<file path="src/rtl/keypad_scanner_pkg.sv">
// Shared state encoding, strobe constants and small helpers for the 4x4 keypad scanner.
package keypad_scanner_pkg;

    typedef enum logic [1:0] {
        SCAN     = 2'd0,
        DEBOUNCE = 2'd1,
        PRESSED  = 2'd2
    } state_e;

    localparam int KEY_W = 4;

    localparam logic [3:0] COL3     = 4'b0111;
    localparam logic [3:0] COL2     = 4'b1011;
    localparam logic [3:0] COL1     = 4'b1101;
    localparam logic [3:0] COL0     = 4'b1110;
    localparam logic [3:0] ROW_IDLE = 4'b1111;

    // Rotation mirrors the display's digit-enable order.
    function automatic logic [3:0] next_col(input logic [3:0] col);
        logic [3:0] nxt;
        case (col)
            COL3:    nxt = COL2;
            COL2:    nxt = COL1;
            COL1:    nxt = COL0;
            default: nxt = COL3;
        endcase
        return nxt;
    endfunction

    function automatic logic [1:0] low_index(input logic [3:0] v);
        logic [1:0] idx;
        idx = 2'd0;
        for (int i = 3; i >= 0; i--) begin
            if (!v[i]) idx = 2'(i);
        end
        return idx;
    endfunction

    // True when exactly one bit is low; ghosts (several lows) count as no key.
    function automatic logic single_low(input logic [3:0] v);
        logic [3:0] lows;
        lows = ~v;
        return (v != ROW_IDLE) && ((lows & (lows - 4'd1)) == 4'd0);
    endfunction

endpackage

</file>
<file path="src/rtl/keypad_row_sync.sv">
// Two-flop synchronizer for the asynchronous keypad rows; idles high (no key).
module keypad_row_sync #(
    parameter int WIDTH = 4
) (
    input  logic             clk,
    input  logic             reset,
    input  logic [WIDTH-1:0] d_i,
    output logic [WIDTH-1:0] q_o
);

    logic [WIDTH-1:0] meta_q;
    logic [WIDTH-1:0] sync_q;

    // NOTE: sequential state uses non-blocking assignments so both stages sample the pre-edge values.
    always_ff @(posedge clk or negedge reset) begin
        if (!reset) begin
            meta_q <= '1;
            sync_q <= '1;
        end else begin
            meta_q <= d_i;
            sync_q <= meta_q;
        end
    end

    assign q_o = sync_q;

endmodule

</file>
<file path="src/rtl/keypad_scanner.sv">
// 4x4 keypad scanner with debounce; optional digit shift register under KEYPAD_DIGIT_SHIFT_EN.
module keypad_scanner
    import keypad_scanner_pkg::*;
#(
    parameter int SCAN_TICKS     = 3000,
    parameter int DEBOUNCE_SCANS = 4
) (
    input  logic             clk,
    input  logic             reset,
    input  logic [3:0]       row,
    output logic [3:0]       col,
    output logic [KEY_W-1:0] key_code,
    output logic             key_valid,
    output logic             key_held
`ifdef KEYPAD_DIGIT_SHIFT_EN
    ,
    output logic [KEY_W-1:0] digit_0,
    output logic [KEY_W-1:0] digit_1,
    output logic [KEY_W-1:0] digit_2,
    output logic [KEY_W-1:0] digit_3
`endif
);

    localparam logic [13:0] TICK_LAST  = 14'(SCAN_TICKS - 1);
    localparam logic [3:0]  DEB_TARGET = 4'(DEBOUNCE_SCANS);

    state_e           state_q, state_d;
    logic [13:0]      tick_q;
    logic [3:0]       col_q, col_d;
    logic [3:0]       deb_q, deb_d;
    logic [3:0]       lat_row_q, lat_row_d;
    logic [1:0]       lat_r_q, lat_r_d;
    logic [KEY_W-1:0] key_code_q, key_code_d;
    logic             key_valid_q, key_valid_d;
    logic             key_held_q, key_held_d;

    logic [3:0] srow;
    logic       sample;
    logic       single;
    logic       accept;

    keypad_row_sync #(.WIDTH(4)) u_row_sync (
        .clk   (clk),
        .reset (reset),
        .d_i   (row),
        .q_o   (srow)
    );

    assign sample = (tick_q == TICK_LAST);
    assign single = single_low(srow);
    assign accept = (state_q != PRESSED) && (state_d == PRESSED);

    always_ff @(posedge clk or negedge reset) begin
        if (!reset) begin
            state_q     <= SCAN;
            tick_q      <= '0;
            col_q       <= COL3;
            deb_q       <= '0;
            lat_row_q   <= ROW_IDLE;
            lat_r_q     <= '0;
            key_code_q  <= '0;
            key_valid_q <= 1'b0;
            key_held_q  <= 1'b0;
        end else begin
            state_q     <= state_d;
            tick_q      <= sample ? '0 : tick_q + 14'd1;
            col_q       <= col_d;
            deb_q       <= deb_d;
            lat_row_q   <= lat_row_d;
            lat_r_q     <= lat_r_d;
            key_code_q  <= key_code_d;
            key_valid_q <= key_valid_d;
            key_held_q  <= key_held_d;
        end
    end

    // NOTE: every combinational output gets a default first so no path can infer a latch.
    always_comb begin
        state_d = state_q;
        if (sample) begin
            case (state_q)
                SCAN:     if (single) state_d = (DEBOUNCE_SCANS == 1) ? PRESSED : DEBOUNCE;
                DEBOUNCE: begin
                    if (srow != lat_row_q)                  state_d = SCAN;
                    else if (deb_q + 4'd1 == DEB_TARGET)    state_d = PRESSED;
                end
                PRESSED:  if (srow[lat_r_q] && (deb_q + 4'd1 == DEB_TARGET)) state_d = SCAN;
                default:  state_d = SCAN;
            endcase
        end
    end

    always_comb begin
        col_d       = col_q;
        deb_d       = deb_q;
        lat_row_d   = lat_row_q;
        lat_r_d     = lat_r_q;
        key_code_d  = key_code_q;
        key_valid_d = 1'b0;
        key_held_d  = key_held_q;
        if (sample) begin
            case (state_q)
                SCAN: begin
                    if (single) begin
                        lat_row_d = srow;
                        lat_r_d   = low_index(srow);
                        deb_d     = 4'd1;
                    end else begin
                        col_d = next_col(col_q);
                    end
                end
                DEBOUNCE: begin
                    if (srow == lat_row_q) begin
                        deb_d = deb_q + 4'd1;
                    end else begin
                        deb_d = '0;
                        col_d = next_col(col_q);
                    end
                end
                PRESSED: begin
                    if (!srow[lat_r_q]) begin
                        deb_d = '0;
                    end else if (state_d == SCAN) begin
                        deb_d      = '0;
                        key_held_d = 1'b0;
                        col_d      = next_col(col_q);
                    end else begin
                        deb_d = deb_q + 4'd1;
                    end
                end
                default: deb_d = '0;
            endcase
            // The release counter reuses deb_q, so it restarts from zero on acceptance.
            if (accept) begin
                key_code_d  = {lat_r_d, low_index(col_q)};
                key_valid_d = 1'b1;
                key_held_d  = 1'b1;
                deb_d       = '0;
            end
        end
    end

    assign col       = col_q;
    assign key_code  = key_code_q;
    assign key_valid = key_valid_q;
    assign key_held  = key_held_q;

`ifdef KEYPAD_DIGIT_SHIFT_EN
    logic [KEY_W-1:0] digit_0_q, digit_1_q, digit_2_q, digit_3_q;

    always_ff @(posedge clk or negedge reset) begin
        if (!reset) begin
            digit_0_q <= '0;
            digit_1_q <= '0;
            digit_2_q <= '0;
            digit_3_q <= '0;
        end else if (key_valid_q) begin
            digit_3_q <= digit_2_q;
            digit_2_q <= digit_1_q;
            digit_1_q <= digit_0_q;
            digit_0_q <= key_code_q;
        end
    end

    assign digit_0 = digit_0_q;
    assign digit_1 = digit_1_q;
    assign digit_2 = digit_2_q;
    assign digit_3 = digit_3_q;
`endif

endmodule
</file>
<file path="config.mk">
export PLATFORM = sky130hd
export DESIGN_NAME = keypad_scanner
export DESIGN_NICKNAME = d
export VERILOG_FILES = /design/src/rtl/keypad_scanner_pkg.sv /design/src/rtl/keypad_row_sync.sv /design/src/rtl/keypad_scanner.sv
export SDC_FILE = /design/constraint.sdc
export NUM_CORES = 1
export LEC_CHECK = 0
export ABC_CLOCK_PERIOD_IN_PS = 7700
export BUFFER_PORTS_ARGS = -buffer_cell sky130_fd_sc_hd__buf_2
export CORE_ASPECT_RATIO = 0.6
export CORE_UTILIZATION = 64
export CTS_CLUSTER_DIAMETER = 120
export DETAILED_ROUTE_END_ITERATION = 7
export PLACE_DENSITY = 0.88
export SYNTH_ARGS = -nofsm -noshare
export SYNTH_HDL_FRONTEND = slang
export SYNTH_SLANG_ARGS = --single-unit
</file>
<file path="constraint.sdc">
create_clock -name clk -period 7.7 [get_ports clk]
set_input_delay 0.385 -clock clk [delete_from_list [all_inputs] [get_ports clk]]
set_output_delay 0.385 -clock clk [all_outputs]
set_load 0.02 [all_outputs]
</file>
==> Implementation_results.wiki <==
{| class="wikitable"
! Metric !! Value
|-
| Outcome || completed
|-
| Largest delay share family, worst path || simple AND/OR/NAND/NOR gates
|-
| Internal power || 0.3103 mW
|-
| Layout cells sized above 1 || 24.89%
|-
| Minimum clock period || 3.055 ns
|-
| Logic pwr share || 2.9%
|-
| Antenna diode instance count || 0
|-
| Iteration count of the initial detailed-routing pass || 4
|-
| Port bufs || 15
|-
| Detailed-placement wirelength estimate || 2.982 mm
|-
| RSZ-0062 raised after global routing || false
|-
| Post-Place Cell Area || 0.002295 sq mm
|-
| Initial Util || 67.34%
|-
| Worst path slowest cell || sky130_fd_sc_hd__nor3_1
|-
| Setup TNS Final || 0 ns
|-
| Actual slew at the worst max-slew pin || 0.9363 ns
|-
| Leading register cell type out of synthesis || sky130_fd_sc_hd__dfrtp_1
|-
| WP data required || 7.91 ns
|-
| Core outline area || 0.003283 sq mm
|-
| Power per Cell Area || 165.4 mW/mm^2
|-
| First-pass GRT wire length || 6.610 mm
|-
| Per-cell routed wire length || 14.93 microns
|-
| Maximum number of pins on one net before global-route repair || 45
|-
| Die X || 77.88 microns
|-
| Reported net switching power || 0.08464 mW
|-
| H-Tree Level Count || 2
|-
| Vias in the first global route || 1368
|-
| Top-area cell type share of the netlist area || 32.82%
|-
| Starting DRT DRC Count || 107
|-
| Cts hold-fix bufs || 0
|-
| Highest cell delay on the worst timing path || 0.77 ns
|-
| Ratio of routed vias to standard cells || 5.894
|-
| Number of antenna violations at the first check in global routing || 0
|-
| Leading post-synthesis cells by cell area || sky130_fd_sc_hd__dfrtp_1 (33%), sky130_fd_sc_hd__dfstp_2 (18%), sky130_fd_sc_hd__nand2_1 (5.1%)
|-
| Total track usage || 24.28%
|-
| Multi-input logic area || 0.001028 sq mm
|-
| TritonCTS clock tree || done
|-
| Area growth from synthesis to layout || 7.980%
|-
| Category of the critical setup timing path || reg -> reg
|-
| Clock sinks || 44
|-
| Via count || 1615
|-
| Number of enable-type register cells in the synthesized netlist || 0
|-
| Asr flop ratio synth || 100.0%
|-
| Post-synth cell types || 51
|-
| Number of standard cells after synthesis || 214
|-
| Number of failing setup endpoints in the final timing report || 0
|-
| Sw Share || 21.43%
|-
| VDD IR max || 0.1487 mV
|-
| Worst slew margin relative to its limit || 37.10%
|-
| Sequential share of power || 60.1%
|-
| Post-CTS resize count || 0
|-
| Critical path, cell by cell || or4_4, or2_2, nor3_1, nand2_1, nor3b_1, a22oi_1, o21ai_0
|-
| Area taken by flip-flops and latches || 0.001120 sq mm
|-
| Number of buffers and inverters on the critical path || 0
|-
| Die area || 0.003701 sq mm
|-
| Maximum frequency from static timing analysis || 327.4 MHz
|-
| Clock Tree Buf Depth || 2
|-
| ANT nets after route || 0
|-
| Worst-case clock skew || 0.004498 ns
|-
| Synthesized Nets || 223
|-
| Finished layout cell area || 0.002387 sq mm
|-
| Count of max-cap constraint violations || 0
|-
| Routed Wire Length || 4.092 mm
|-
| Worst-path clk slew || 0.08 ns
|-
| Residual DRC count || 0
|-
| Worst setup EP type || register
|-
| Number of warnings issued by yosys || 0
|-
| Clock network fraction of design power || 36.9%
|-
| Top library cells by usage in the layout, fill and taps aside || sky130_fd_sc_hd__nand2_1 (30), sky130_fd_sc_hd__dfrtp_1 (29)
|-
| Most common cell after layout, fill and taps aside || sky130_fd_sc_hd__nand2_1
|-
| Cell Count Post-Placement || 266
|-
| Final Max Slew Viols || 0
|-
| Final-report hold violation count || 0
|-
| Final Non-Filler Cells || 274
|-
| CTS buffer count || 5
|-
| Worst min path class || in -> reg
|-
| Number of nets in the layout || 237
|-
| Clock latency at the later pin of the worst-skew pair || 0.29 ns
|-
| Period Utilization, post-route || 39.67%
|-
| Global placer's final weighted congestion || 0.9070
|-
| Worst Path Arrival || 3.27 ns
|-
| Num rows || 16
|-
| Count of state elements after synthesis || 44
|-
| Register area share after synthesis || 50.65%
|-
| Largest fanout of any net on the critical path || 8
|-
| Cell chosen for the clock root || sky130_fd_sc_hd__clkbuf_8
|-
| Number of filler instances in the final layout || 243
|-
| Synth Cell Area || 0.002211 sq mm
|-
| # IOs || 16
|-
| Static leakage || 1.080 nW
|-
| Largest area contributor in the synthesized netlist || sky130_fd_sc_hd__dfrtp_1
|-
| Post-CTS setup repair buffer count || 0
|-
| Height of the die || 47.53 microns
|-
| Crit start category || register
|-
| Mean area per synthesized cell || 10.33 sq um
|-
| Global route overflow || 0
|-
| Post-route core utilization || 72.71%
|}
==> layout make-up <==
type	instances	share of cell area (%)
Clock inverter	2	0.4193
Inverter	4	0.6289
Multi-Input combinational cell	158	43.08
Tap cell	45	2.358
Timing Repair Buffer	15	3.145
Sequential cell	44	46.91
Clock buffer	6	3.459
==> registers in the layout, indices dropped and copies added (netlist names) <==
signal / flops
u_row_sync.meta_q: 4
col: 4
lat_row_q: 4
key_held: 1
key_valid: 1
state_q: 2
key_code: 4
lat_r_q: 2
deb_q: 4
u_row_sync.q_o: 4
tick_q: 14
==> power by group through the flow <==
| stage | registers (mW) | clock network (mW) | logic (mW) |
|---|---|---|---|
| final | 0.237 | 0.146 | 0.0117 |
| after global routing | 0.238 | 0.158 | 0.0134 |
| after CTS | 0.237 | 0.147 | 0.0119 |
| after detailed placement | 0.242 | 0 | 0.0118 |
| after global placement | 0.242 | 0 | 0.0115 |
| after floorplan | 0.240 | 0 | 0.00725 |
==> routing by layer <==
layer  global-route usage, %  vias up  share of wire (%)
li1                        -      788                  -
met1                   37.96      776                 52
met2                   34.34       47                 41
met3                   5.143        4                6.4
met4                   6.038        0               0.42
met5                       0        -                  0
==> per-stage QoR <==
step	setup slack (ns)	hold slack, ns	total power [mW]
6_report	4.645	0.1837	0.3950
5_1_grt	4.484	0.1709	0.4091
4_1_cts	4.688	0.1800	0.3964
3_5_place_dp	4.715	0.3473	0.2535
3_3_place_gp	4.822	0.3456	0.2531
2_1_floorplan	4.876	0.08941	0.2468
==> cells in the mapped netlist (all sizes together) (2+ instances only) <==
cell type	count
nand2	30
dfrtp	29
dfstp	15
nand3	15
nor2	15
o21ai	13
xnor2	10
a21oi	9
clkbuf	7
xor2	6
inv	4
nor3	4
or4	4
and3	3
and4b	3
ha	3
mux2	3
nand2b	3
nand4b	3
or2	3
a22o	2
and2	2
mux2i	2
nand4	2
nor3b	2
nor4	2
o31ai	2
==> cells by family after synthesis <==
family          share of synthesized area, %
flops                                  50.65
fa+ha+maj                              1.698
buf+inv                                2.829
xor+xnor                               6.338
simple gates                           24.79
compound gates                         10.24
mux                                    3.452
==> worst paths after layout <==
check	start	depth (start not counted)	slack [ns]	end
max	tick_q[3]$_DFF_PN0_	7	4.65	deb_q[0]$_DFFE_PN0P_
min	row[3]	1	0.18	u_row_sync.meta_q[3]$_DFF_PN1_
max reg2reg	tick_q[3]$_DFF_PN0_	7	4.65	deb_q[0]$_DFFE_PN0P_
min reg2reg	u_row_sync.meta_q[2]$_DFF_PN1_	0	0.36	u_row_sync.q_o[2]$_DFF_PN1_
max in group asynchronous	reset	1	6.90	tick_q[13]$_DFF_PN0_
min in group asynchronous	reset	1	0.22	key_valid$_DFF_PN0_
Power figures use the tool's default switching activity.
